[src/rtl/seg_scan_driver.sv]
// Multiplexed 7-segment scan driver with tear-free frame buffering,
// anti-ghost blanking and constant/flash/off display modes.
module seg_scan_driver #(
    parameter int unsigned DIGITS       = 5,
    parameter int unsigned SCAN_DIV     = 20000,
    parameter int unsigned BLANK_CYC    = 20,
    parameter int unsigned FLASH_FRAMES = 50
) (
    input  logic                  clk,
    input  logic                  reset,
    input  logic [8*DIGITS-1:0]   data_in,
    input  logic                  data_load,
    input  logic [1:0]            seg_mode,
    output logic                  frame_pending,
    output logic [DIGITS-1:0]     seg_dig,
    output logic [7:0]            seg_out,
    output logic [2:0]            flash_cnt
);

    localparam int unsigned FRAME_W = 8 * DIGITS;
    localparam int unsigned DIV_W   = (SCAN_DIV > 1) ? $clog2(SCAN_DIV) : 1;
    localparam int unsigned IDX_W   = (DIGITS > 1) ? $clog2(DIGITS) : 1;
    localparam int unsigned FR_W    = (FLASH_FRAMES > 1) ? $clog2(FLASH_FRAMES) : 1;

    typedef enum logic {
        PH_ON  = 1'b0,
        PH_OFF = 1'b1
    } phase_t;

    logic [DIV_W-1:0]   div_cnt;
    logic [IDX_W-1:0]   dig_idx;
    logic [FRAME_W-1:0] active_frame;
    logic [FRAME_W-1:0] pend_frame;
    logic [FR_W-1:0]    frame_cnt;
    phase_t             phase;

    logic       slot_end;
    logic       frame_end;
    logic       flash_mode;
    logic       suppress;
    logic       blank;
    logic [7:0] cur_byte;

    // Scan position decode, display gating and current digit byte select
    always_comb begin
        slot_end   = (div_cnt == DIV_W'(SCAN_DIV - 1));
        frame_end  = slot_end && (dig_idx == IDX_W'(DIGITS - 1));
        flash_mode = (seg_mode == 2'b01);
        suppress   = (seg_mode == 2'b10) || (flash_mode && (phase == PH_OFF));
        blank      = (div_cnt < DIV_W'(BLANK_CYC));
        cur_byte   = 8'h00;
        for (int i = 0; i < int'(DIGITS); i++) begin
            if (dig_idx == IDX_W'(i)) begin
                cur_byte = active_frame[8*(int'(DIGITS)-1-i) +: 8];
            end
        end
    end

    // Slot divider and digit index; the digit wrap is the frame boundary
    always_ff @(posedge clk or posedge reset) begin
        if (reset) begin
            div_cnt <= '0;
            dig_idx <= '0;
        end else if (slot_end) begin
            div_cnt <= '0;
            dig_idx <= (dig_idx == IDX_W'(DIGITS - 1)) ? '0 : dig_idx + IDX_W'(1);
        end else begin
            div_cnt <= div_cnt + DIV_W'(1);
        end
    end

    // Pending/active double buffer; promotion only at the frame boundary
    always_ff @(posedge clk or posedge reset) begin
        if (reset) begin
            active_frame  <= '0;
            pend_frame    <= '0;
            frame_pending <= 1'b0;
        end else if (frame_end) begin
            if (data_load) begin
                active_frame <= data_in;
            end else if (frame_pending) begin
                active_frame <= pend_frame;
            end
            frame_pending <= 1'b0;
        end else if (data_load) begin
            pend_frame    <= data_in;
            frame_pending <= 1'b1;
        end
    end

    // Flash phase sequencing; held at the ON/zero state outside flash mode
    always_ff @(posedge clk or posedge reset) begin
        if (reset) begin
            frame_cnt <= '0;
            phase     <= PH_ON;
            flash_cnt <= 3'd0;
        end else if (!flash_mode) begin
            frame_cnt <= '0;
            phase     <= PH_ON;
            flash_cnt <= 3'd0;
        end else if (frame_end) begin
            if (frame_cnt == FR_W'(FLASH_FRAMES - 1)) begin
                frame_cnt <= '0;
                phase     <= (phase == PH_ON) ? PH_OFF : PH_ON;
                if ((phase == PH_OFF) && (flash_cnt != 3'd7)) begin
                    flash_cnt <= flash_cnt + 3'd1;
                end
            end else begin
                frame_cnt <= frame_cnt + FR_W'(1);
            end
        end
    end

    // Registered digit/segment drive with slot-start blanking
    always_ff @(posedge clk or posedge reset) begin
        if (reset) begin
            seg_dig <= '0;
            seg_out <= 8'h00;
        end else if (blank || suppress) begin
            seg_dig <= '0;
            seg_out <= 8'h00;
        end else begin
            seg_dig <= DIGITS'(1) << dig_idx;
            seg_out <= cur_byte;
        end
    end

endmodule

[config.mk]
export PLATFORM = sky130hd
export DESIGN_NAME = seg_scan_driver
export DESIGN_NICKNAME = d
export VERILOG_FILES = /design/src/rtl/seg_scan_driver.sv
export SDC_FILE = /design/constraint.sdc
export NUM_CORES = 1
export LEC_CHECK = 0
export ABC_CLOCK_PERIOD_IN_PS = 4450
export BUFFER_PORTS_ARGS = -buffer_cell sky130_fd_sc_hd__buf_4
export CORE_MARGIN = 10
export CORE_UTILIZATION = 59
export DETAILED_ROUTE_END_ITERATION = 8
export PLACE_DENSITY = 0.85
export SLEW_MARGIN = 20
export SYNTH_ARGS = -nofsm -noshare
export SYNTH_HDL_FRONTEND = slang
export SYNTH_SLANG_ARGS = --single-unit
[constraint.sdc]
create_clock -name clk -period 4.45 [get_ports clk]
set_input_delay 0.89 -clock clk [delete_from_list [all_inputs] [get_ports clk]]
set_output_delay 0.89 -clock clk [all_outputs]
set_load 0.01 [all_outputs]
== Yosys cells after proc, flatten, opt, wreduce, memory -nomap -nowiden ==
Index checks and enable logic that the tools add are counted.

* Input port bits: 45
* Flip-flop bits (word level): 122
* Logic and storage cells: 65

* $add $sub $neg: 4
* Bitwise operators: 1
* Eq/ne operators: 12
* Reduce and logical (&&, ||, !) cells: 12
* $lt $le $gt $ge: 1
* Mux-type cells: 24
* Shifts and indexed selects: 1

{| class="wikitable"
|+ Operators with widths
! operator !! count
|-
| 2-to-1 mux 40 bit || 2
|-
| 2-to-1 mux 8 bit || 6
|-
| 2-to-1 mux 6 bit || 3
|-
| adder 15 x 1 -> 15 bit, second input constant || 1
|-
| == test 15 bit, second input constant || 1
|-
| < comparator 15 x 5 -> 1 bit, second input constant || 1
|-
| 2-to-1 mux 15 bit || 1
|-
| 2-to-1 mux 3 bit || 5
|-
| adder 3 x 1 -> 3 bit, second input constant || 2
|-
| adder 6 x 1 -> 6 bit, second input constant || 1
|-
| == test 3 x 2 -> 1 bit, second input constant || 2
|-
| == test 6 bit, second input constant || 1
|-
| 2-to-1 mux 1 bit || 6
|-
| AND reduction 2 bit || 3
|-
| 2-to-1 mux 5 bit || 1
|-
| left shift 1 x 3 -> 5 bit, first input constant || 1
|-
| inequality test 2 x 1 -> 1 bit, second input constant || 2
|-
| nonzero test 2 bit || 2
|-
| == test 3 x 1 -> 1 bit, second input constant || 1
|-
| == test 3 bit, second input constant || 1
|-
| logical AND 1 bit || 3
|-
| zero test 3 bit || 1
|-
| inequality test 3 bit, second input constant || 1
|-
| AND reduction 3 bit || 1
|-
| 5 further kinds || 6
|}

== Longest topological paths before layout ==
Gate-level depths: netlist of the first run.

* Word-level depth: 7
* Depth in mapped cells: 9
* Depth with buffers taken out: 6

== Least setup slack after synthesis of the first run ==
No wires, ideal clock.

* Kind: register to register
* Start: register div_cnt[13]
* End: register pend_frame[30]
* Slack: 2.205 ns
* Arrival: 2.120 ns
* Library setup time: 0.125 ns
* Clock period less this slack: 2.245 ns
* Buffers on the path: 1
* Cell stages (with the launch flop): 6
* Cell sequence: dfrtp_1 -> or4_4 -> or4_4 -> nand2_1 -> buf_4 -> mux2_2

* Word-level cells in the longest chain between the ends: 4

{| class="wikitable"
|+ RTL lines
! item !! line !! source
|-
| from (decl) || 30 || <nowiki>logic [DIV_W-1:0] div_cnt;</nowiki>
|-
| from (signal assigned) || 68 || <nowiki>div_cnt <= div_cnt + DIV_W'(1);</nowiki>
|-
| == test 15 bit || 46 || <nowiki>slot_end = (div_cnt == DIV_W'(SCAN_DIV - 1));</nowiki>
|-
| logical AND 1 bit || 47 || <nowiki>frame_end = slot_end && (dig_idx == IDX_W'(DIGITS - 1));</nowiki>
|-
| inverter 1 bit (no line) || - ||
|-
| AND reduction 2 bit (no line) || - ||
|-
| to (signal assigned) || 86 || <nowiki>pend_frame <= data_in;</nowiki>
|-
| to (decl) || 33 || <nowiki>logic [FRAME_W-1:0] pend_frame;</nowiki>
|}

Every way passes these cells.
A chain may end at the register's enable or synchronous reset.

== Worst setup path in the final report of the first run ==
* Start: register dig_idx[0]
* End: register pend_frame[4]

* Word-level cells in the longest chain between the ends: 4

{| class="wikitable"
|+ RTL lines
! item !! line !! source
|-
| from (decl) || 31 || <nowiki>logic [IDX_W-1:0] dig_idx;</nowiki>
|-
| from (signal assigned) || 66 || <nowiki>dig_idx <= (dig_idx == IDX_W'(DIGITS - 1)) ? '0 : dig_idx + IDX_W'(1);</nowiki>
|-
| == test 3 bit || 47 ||
|-
| logical AND 1 bit || 47 ||
|-
| inverter 1 bit (no line) || - ||
|-
| AND reduction 2 bit (no line) || - ||
|}

Every way passes these cells.

==> results of run 1 <==
final timing paths:
kind | from | end | slack, ns | cells after the start
max in group asynchronous | reset | active_frame[0] | 3.19 | 4
min in group clk | div_cnt[0] | div_cnt[0] | 0.48 | 1
hold / removal | reset | active_frame[7] | 0.33 | 2
setup reg to reg | dig_idx[0] | pend_frame[4] | 1.64 | 7
hold reg to reg | div_cnt[0] | div_cnt[0] | 0.48 | 1
setup / recovery | dig_idx[0] | pend_frame[4] | 1.64 | 7
cells by family after synthesis:
| logic type | after synthesis | synth area share |
|---|---|---|
| xor+xnor | 13 | 0.0198 |
| buf+inv | 33 | 0.0255 |
| simple gates | 111 | 0.110 |
| compound gates | 40 | 0.0455 |
| flops | 122 | 0.531 |
| mux | 126 | 0.246 |
| fa+ha+maj | 10 | 0.0218 |
through the flow:
stage,hold slack [ns],instance area [µm²]
floorplan,0.455,5740
global route,0.338,6910
global placement,0.468,6280
finish,0.332,6910
detailed placement,0.478,6280
CTS,0.487,6880
per-layer routing:
metal / routed length (µm) / vias to the layer above / global-route usage
li1: - / 1757 / -
met1: 5430 / 1895 / 0.228
met2: 6110 / 118 / 0.290
met3: 678 / 26 / 0.0509
met4: 216 / 0 / 0.0710
met5: 0 / - / 0
flip-flops by register name, summed over array words and instances (netlist names):
| register | cells |
|---|---|
| active_frame | 40 |
| dig_idx | 3 |
| div_cnt | 15 |
| flash_cnt | 3 |
| frame_cnt | 6 |
| frame_pending | 1 |
| pend_frame | 40 |
| phase | 1 |
| seg_dig | 5 |
| seg_out | 8 |
power groups by stage:
stage / clock (mW) / combinational [mW] / sequential (mW)
2_1_floorplan: 0 / 0.111 / 1.18
3_3_place_gp: 0 / 0.162 / 1.18
3_5_place_dp: 0 / 0.167 / 1.18
4_1_cts: 1.40 / 0.170 / 1.17
5_1_grt: 1.46 / 0.187 / 1.17
6_report: 1.38 / 0.170 / 1.17
placed cells by master (no fill, tap or decap), drive strengths merged, types with 10 or more instances in the layout:
cell,count
a21oi,11
nand3,12
nand2,15
nor2,24
nor2b,12
clkbuf,18
ha,10
buf,67
dfrtp,122
mux2,123
a211oi,16
layout make-up:
| class | instances | share of cell area |
|---|---|---|
| clock buffers | 18 | 0.0619 |
| clock inverters | 14 | 0.0250 |
| inverters | 7 | 0.00416 |
| multi-input cells | 300 | 0.368 |
| flip-flops and latches | 122 | 0.442 |
| well taps | 129 | 0.0234 |
| repair buffers | 67 | 0.0757 |
critical path, cell delays in order, from the launching register on:
cell	delay, ns
dfrtp_1	0.42
inv_1	0.10
ha_1	0.38
nand4_1	0.17
or4_4	0.62
nand2_1	0.11
buf_4	0.47
mux2_2	0.40
==> run metrics, run 1 <==
chip width=119 µm; synthesized flop and latch total=122; Post-CTS Setup Bufs=0; Mapped Avg Cell Area=12.6 µm²; Antenna Nets Post-Route=0; Ys Warns=0; Total Power=2.72 mW; total wire length=12.4 mm; Rel. slew slack=0.425; Comb power frac=0.063; Final period util=0.632; crit path max fanout=40; Reg power frac=0.429; Total Nets Final=570; Setup WS pre-CTS=1.64 ns; vias per cell=5.78; Commonest cells post-synth=dfrtp_1, mux2_2, nor2_1; f_max=0.356 GHz; initial antenna violation count=0; FF+latch area=3050 µm²; EDFF count, synth=0; worst skew pair latency=0.52 ns; Startpoint Class=flip-flop; die area=14100 µm²; Slew Viols, Final=0; sw frac=0.223; most common cell in the netlist=dfrtp_1; fin util=0.738; crit path DAT=3.21 ns; I/O pin count=62; drt wl/cell=18.9 µm; first-pass GRT wire length=20.9 mm; Initial Utilization=0.613; gpl congestion=0.922; clk_skew=0.00964 ns; Max-cap violations=0; Initial DRT Pass Iterations=4; Switch Pwr=0.607 mW; Final min period=2.81 ns; ys flop type=dfrtp_1; sequential-to-total area share from yosys stat=0.531; final setup vio count=0; area leader, netlist=dfrtp_1; Die H=119 µm; # DRC=0; worst setup margin=1.64 ns; Internal Power=2.11 mW; 1st-iter DRT viols=249; Leakage=3.17 nW; final hold violations=0; H-tree depth=4; worst hold path type=in2async; Post-Place Cells=624; Clk pin slew, worst setup/hold paths=0.06 ns; Worst-Margin Slew=0.860 ns; final std cells w/o fill=657; clock share of power=0.509; Post-DP HPWL=7.80 mm; CTS root buffer=clkbuf_8; setup TNS=0 ns; number of global-route vias before repair=4137; Setup CP Type=reg2reg; clk sinks=122; CTS resizes=0; status=completed; PwrDens=393 nW/µm²; Tot GR Track Use=0.181; vias=3796; Area Overhead vs Synth=20.3%; Post-Syn Nets=510; hold-fix buffers at CTS=0; number of diodes=0; Port Buf Inserts=61; RSZ-0062 raised after global routing=false; clk buf depth=2; ys async rst share=1.00; Netlist cell types=40; CTS buffer count=17; Req. time, crit path=4.85 ns; Fillers=608; pin count of the biggest net entering global routing=83; CTS tree=built; area taken by multi-input logic gates=2540 µm²; core footprint=9370 µm²; largest cells by area after synthesis=dfrtp_1, mux2_2, ha_1; row count=35; share of cells above drive strength 1=0.430; Max rail drop VDD=0.253 mV; Post-Syn Area=5740 µm²; GR Overflow Total=0; area share of the largest cell type after synthesis=0.531; post-synthesis instance total=455; CP Capture Type=flip-flop
(Power assumes the default switching activity.)
==> run 2, diff against run 1 <==
--- a/config.mk
+++ b/config.mk
@@ -5,12 +5,12 @@
 export SDC_FILE = /design/constraint.sdc
 export NUM_CORES = 1
 export LEC_CHECK = 0
-export ABC_CLOCK_PERIOD_IN_PS = 4450
+export ABC_CLOCK_PERIOD_IN_PS = 2400
 export BUFFER_PORTS_ARGS = -buffer_cell sky130_fd_sc_hd__buf_4
 export CORE_MARGIN = 10
-export CORE_UTILIZATION = 59
+export CORE_UTILIZATION = 53
 export DETAILED_ROUTE_END_ITERATION = 8
-export PLACE_DENSITY = 0.85
+export PLACE_DENSITY = 0.81
 export SLEW_MARGIN = 20
 export SYNTH_ARGS = -nofsm -noshare
 export SYNTH_HDL_FRONTEND = slang
==> constraint.sdc (replaced) <==
create_clock -name clk -period 2.4 [get_ports clk]
set_input_delay 0.48 -clock clk [delete_from_list [all_inputs] [get_ports clk]]
set_output_delay 0.48 -clock clk [all_outputs]
set_load 0.01 [all_outputs]
==> run 2 against run 1 <==
Sequential share of layout area fell by 0.99 points. Highest routed layer unchanged. Sequential cell count did not move. Largest cell class unchanged. Critical path depth fell by 2. Power rose by 81%. Final cell count rose by 3.3%. Setup slack got worse by 1.6 ns. First-iteration DRC count fell by 14%. Fmax rose by 19%. Register-to-register slack got worse by 1.6 ns. Die area rose by 9.4%. Utilization fell by 6.2 points.
==> run metrics, run 2 (synthesis results as in run 1) <==
final setup vio count=0 (unchanged); Final min period=2.36 ns (-0.456 ns); Max rail drop VDD=0.400 mV (+58%); Slew Viols, Final=0 (unchanged); row count=37 (+5.7%); Slowest Stage Delay on Critical Path=0.55 ns (-0.07 ns); Worst-Margin Slew=0.774 ns (-0.0866 ns); Max-cap violations=0 (unchanged); clk_skew=0.00721 ns (-0.00244 ns); Leakage=3.25 nW (+2.7%); Area Overhead vs Synth=23.1%; vias per cell=5.67 (-1.9%); Largest regs=active_frame x40, pend_frame x40, div_cnt x15; hold-fix buffers at CTS=0 (unchanged); FF+latch area=3050 µm² (unchanged); pin count of the biggest net entering global routing=41 (-51%); Fillers=728 (+20%); first-pass GRT wire length=20.5 mm (-2.1%); worst r2r dst=pend_frame[20]; most frequent cells in the layout=dfrtp_1, mux2_2, buf_4, nor2_1, clkbuf_16; Startpoint Class=flip-flop; R2R cell count=5 (-2); Clk pin slew, worst setup/hold paths=0.06 ns (about the same); Port Buf Inserts=61 (unchanged); PwrDens=696 nW/µm² (+77%); RSZ-0062 raised after global routing=false; # DRC=0 (unchanged); number of diodes=0 (unchanged); crit path max fanout=20 (-50%); family with the most delay on the worst path=simple AND/OR/NAND/NOR gates; 1st-iter DRT viols=214 (-14%); fin util=0.676 (-0.0617); final hold violations=0 (unchanged); clk sinks=122 (unchanged); CP Capture Type=flip-flop; Antenna Nets Post-Route=0 (unchanged); CP max-delay cell=or4_4; crit-path cells=or4_4, or4_4, nand2_2, clkbuf_16, mux2_2; Req. time, crit path=2.81 ns (-2.04 ns); crit path DAT=2.77 ns (-0.44 ns); crit-path most repeated cell=or4_4; worst setup margin=0.0441 ns (-1.59 ns); gpl congestion=0.855 (-7.3%); core footprint=10500 µm² (+12%); CTS buffer count=17 (unchanged); setup slack, reg-to-reg=0.04 ns (-1.59 ns); CTS tree=built; CP bufs+invs=1 (-1); total wire length=13.0 mm (+4.3%); drt wl/cell=19.1 µm (+0.92%); most common cell after layout, fill and taps aside=dfrtp_1; Initial Utilization=0.549 (-0.0639); number of global-route vias before repair=4110 (-0.65%); status=completed; Setup CP Type=reg2reg; vias=3849 (+1.4%); I/O pin count=62 (unchanged); final std cells w/o fill=679 (+3.3%); worst skew pair latency=0.52 ns (about the same); Rel. slew slack=0.483 (+0.0578); WHS=0.0974 ns (-0.234 ns); area taken by multi-input logic gates=2550 µm² (about the same); Post-Place Cells=645 (+3.4%); GR Overflow Total=0 (unchanged); Initial DRT Pass Iterations=4 (unchanged); Total Nets Final=585 (+2.6%); die area=15400 µm² (+9.4%); H-tree depth=4 (unchanged); f_max=0.424 GHz (+19%); CTS root buffer=clkbuf_8; Post-DP HPWL=8.55 mm (+9.5%); Setup WS pre-CTS=-0.00898 ns (-1.65 ns); initial antenna violation count=0 (unchanged); Final period util=0.982 (+0.350); Die H=124 µm (+4.6%); clk buf depth=2 (unchanged); launch point of the worst reg-to-reg path=div_cnt[13]; worst hold path type=in2async; chip width=124 µm (+4.6%); share of cells above drive strength 1=0.444 (+0.0139); Tot GR Track Use=0.168 (-0.0132)
==> run 2: cell types whose count changed in the layout (fill, tap and decap cells not counted), sizes merged <==
cell / delta
bufinv: -1
clkinvlp: +1
buf: +14
clkinv: -1
clkbuf: +4
inv: -2
==> run 2: cell type report <==
type / count / area share
clock inverters: 11 / 0.0172
clock buffers: 21 / 0.0635
well taps: 136 / 0.0241
flip-flops and latches: 122 / 0.432
multi-input cells: 300 / 0.360
repair buffers: 82 / 0.0989
inverters: 7 / 0.00425
==> run 2: worst register-to-register path, cell delays in order, from the launching register on <==
cell and delay (ns):
dfrtp_1 0.38, or4_4 0.55, or4_4 0.55, nand2_2 0.18
clkbuf_16 0.23, mux2_2 0.36
==> run 2: layer usage <==
layer	vias up	wire, µm	GRT usage
met3	23	855	0.0511
met5	-	0	0
li1	1781	-	-
met4	0	275	0.0719
met1	1929	5580	0.211
met2	116	6260	0.265
==> run 2: how the worst max path moves through the flow <==
stage,start,to,slack (ns),cells past startpoint
finish,div_cnt[13],pend_frame[20],0.04,5
detailed placement,div_cnt[13],flash_cnt[2],-0.009,5
floorplan,div_cnt[13],pend_frame[30],0.16,5
CTS,div_cnt[13],pend_frame[33],0.02,5
global placement,div_cnt[13],phase,0.08,5
global route,div_cnt[13],pend_frame[21],0.003,5
==> run 2: timing repair <==
| item | in CTS | in global routing |
|---|---|---|
| setup endpoints to repair | 1 | 41 |
| cloned | 0 | 1 |
| resized for setup | 0 | 2 |
| buffers inserted | 0 | 1 |
| pin swaps | 1 | 0 |
==> run 2: report_power, final <==
group	internal, mW	switching, mW	leakage (nW)	total, mW
sequential	2.13	0.0348	1.59	2.16
combinational	0.190	0.148	1.39	0.339
clock	1.52	0.895	0.266	2.42
==> run 2: stage by stage <==
step | power (mW) | setup TNS (ns) | cell area, µm²
finish | 4.92 | 0 | 7070
global route | 5.07 | 0 | 7070
CTS | 4.95 | 0 | 7030
detailed placement | 2.53 | -0.00898 | 6460
global placement | 2.51 | 0 | 6460
floorplan | 2.39 | 0 | 5750
==> run 3, diff against run 2 <==
--- a/config.mk
+++ b/config.mk
@@ -5,6 +5,7 @@
 export SDC_FILE = /design/constraint.sdc
 export NUM_CORES = 1
 export LEC_CHECK = 0
+export ABC_AREA = 1
 export ABC_CLOCK_PERIOD_IN_PS = 2400
 export BUFFER_PORTS_ARGS = -buffer_cell sky130_fd_sc_hd__buf_4
 export CORE_MARGIN = 10
==> run 3 against run 2 <==
Synthesized area increased by 5.8%. Register-to-register slack improved by 0.19 ns. Sequential cell count unchanged. Hold slack improved by 0.049 ns. Global-route usage increased by 1.7 points.
==> run metrics, run 3 <==
status=completed; Area Overhead vs Synth=20.2%; number of diodes=0 (unchanged); Die H=127 µm (+2.4%); CTS resizes=0 (unchanged); final instance area=7300 µm² (+3.3%); Antenna Nets Post-Route=0 (unchanged); row count=39 (+5.4%); Worst-Margin Slew=0.655 ns (-0.119 ns); PwrDens=703 nW/µm² (+0.96%); Initial Utilization=0.537 (-0.0123); Startpoint Class=flip-flop; Tot GR Track Use=0.185 (+0.0171); share of cells above drive strength 1=0.187 (-0.257); worst hold path type=in2async; f_max=0.462 GHz (+8.9%); total wire length=14.7 mm (+14%); worst r2r dst=active_frame[29]; largest cells by area after synthesis=dfrtp_1, nand2_1, mux2_2; vias per cell=5.42 (-4.4%); Mapped Avg Cell Area=8.28 µm² (-34%); setup TNS=0 ns (unchanged); Initial DRT Pass Iterations=5 (+1); Post-Syn Nets=789 (+55%); GR Overflow Total=0 (unchanged); core footprint=11300 µm² (+8.2%); ys async rst share=1.00 (unchanged); CP Capture Type=flip-flop; chip width=127 µm (+2.4%); Clk pin slew, worst setup/hold paths=0.06 ns (about the same); crit path DAT=2.46 ns (-0.31 ns); first-pass GRT wire length=24.8 mm (+21%); Leakage=3.76 nW (+16%); EDFF count, synth=0 (unchanged); H-tree depth=4 (unchanged); highest metal used=met4; WL met1=6.58 mm (+18%); I/O pin count=62 (unchanged); Final min period=2.16 ns (-0.193 ns); post-synthesis instance total=734 (+61%); clk sinks=122 (unchanged); clk buf depth=2 (unchanged); Post-CTS Setup Bufs=0 (unchanged); Rel. slew slack=0.562 (+0.0793); vias=5155 (+34%); most common cell after layout, fill and taps aside=nand2_1; gpl congestion=0.892 (+4.3%); 1st-iter DRT viols=524 (+140%); die area=16100 µm² (+4.8%); Port Buf Inserts=61 (unchanged); # DRC=0 (unchanged); hold-fix buffers at CTS=0 (unchanged); Ys Warns=0 (unchanged); RSZ-0062 raised after global routing=false; Post-DP HPWL=9.96 mm (+16%); synthesized flop and latch total=122 (unchanged); Max-cap violations=0 (unchanged); Netlist cell types=27 (-33%); Req. time, crit path=2.70 ns (-0.11 ns); Slew Viols, Final=0 (unchanged); most frequent cells in the layout=nand2_1, dfrtp_1, nand3_1, inv_1, buf_4; CTS tree=built; most common cell in the netlist=nand2_1; Setup CP Type=reg2reg; area share of the largest cell type after synthesis=0.502 (-0.0290); Final period util=0.901 (-0.0804); Met2 Wirelength=7.06 mm (+13%); metal3 WL=738 µm (-14%); pin count of the biggest net entering global routing=57 (+39%); CTS root buffer=clkbuf_16; final setup vio count=0 (unchanged); area leader, netlist=dfrtp_1; setup slack, reg-to-reg=0.24 ns (+0.19 ns); CTS buffer count=17 (unchanged); clk_skew=0.0122 ns (+0.00498 ns); worst skew pair latency=0.43 ns (-0.09 ns); Commonest cells post-synth=nand2_1, dfrtp_1, nand3_1; crit path max fanout=36 (+80%); final hold violations=0 (unchanged); Total Nets Final=850 (+45%); Post-Syn Area=6080 µm² (+5.8%); R2R cell count=8 (+3); launch point of the worst reg-to-reg path=dig_idx[0]; Post-DP Area=6710 µm² (+3.9%); ys flop type=dfrtp_1; Largest regs=active_frame x40, pend_frame x40, div_cnt x15; drt wl/cell=15.5 µm (-19%); number of global-route vias before repair=5181 (+26%); initial antenna violation count=0 (unchanged); sequential-to-total area share from yosys stat=0.502 (-0.0290); Max rail drop VDD=0.499 mV (+25%)
-- run 3: cell count changes in the layout (fill, tap and decap cells not counted), sizes merged, moves of 12 or more --
cell,change
inv,+66
mux2,-88
nor2b,-12
a211oi,-16
nor2,+33
nand2,+196
o21ai,+67
nand3,+65
-- run 3: area by class of cell --
class                      count  area (µm²)
fill                         944        4020
sequential                   122        3050
multi-input combinational    507        2590
timing repair buffer          72         616
clock buffer                  17         425
inverter                      75         285
tap                          143         179
clock inverter                15         153
-- run 3: cell families after synthesis --
group,after synthesis,synth area share
DFF,122,0.502
AOI/OAI and AO/OA,90,0.0745
xor gates and xnor gates,9,0.0130
adders and majority gates,10,0.0206
muxes,35,0.0649
buffers and inverters,106,0.0735
and+or+nand+nor,362,0.251
-- run 3: routing by layer --
metal	vias to the layer above	global-route usage
met1	2476	0.239
met2	158	0.289
li1	2482	-
met4	0	0.0710
met3	39	0.0529
met5	-	0
-- run 3: power by group --
group | total, mW | switching (mW) | internal (mW)
Sequential | 2.22 | 0.0561 | 2.17
Combinational | 0.427 | 0.232 | 0.195
Clock | 2.48 | 0.960 | 1.52
Total | 5.13 | 1.25 | 3.88
-- run 3: per-stage QoR --
step,util,hold slack (ns),power (mW),std cells,setup WS [ns]
finish,0.645,0.146,5.13,951,0.237
global route,0.645,0.181,5.32,951,0.0656
CTS,0.644,0.160,5.16,950,0.189
detailed placement,0.593,0.456,2.68,918,0.221
global placement,0.593,0.449,2.66,918,0.420
floorplan,-,0.438,2.50,734,0.423
-- run 3: how the worst max path moves through the flow --
stage	startpoint	end	slack [ns]	depth (start not counted)
after floorplan	reset	active_frame[0]	0.42	1
after global placement	dig_idx[1]	seg_out[2]	0.42	8
after detailed placement	dig_idx[0]	flash_cnt[2]	0.22	9
after CTS	dig_idx[0]	active_frame[25]	0.19	8
after global routing	dig_idx[0]	flash_cnt[2]	0.07	9
final	dig_idx[0]	active_frame[29]	0.24	8
-- run 3: worst max-delay path: stages (launching register included) --
cell and delay [ns]:
dfrtp_1 0.42, inv_1 0.15, ha_1 0.20, nand2_1 0.20
clkinv_1 0.19, nand3_4 0.25, buf_12 0.27, o21ai_0 0.25
nand2_1 0.09
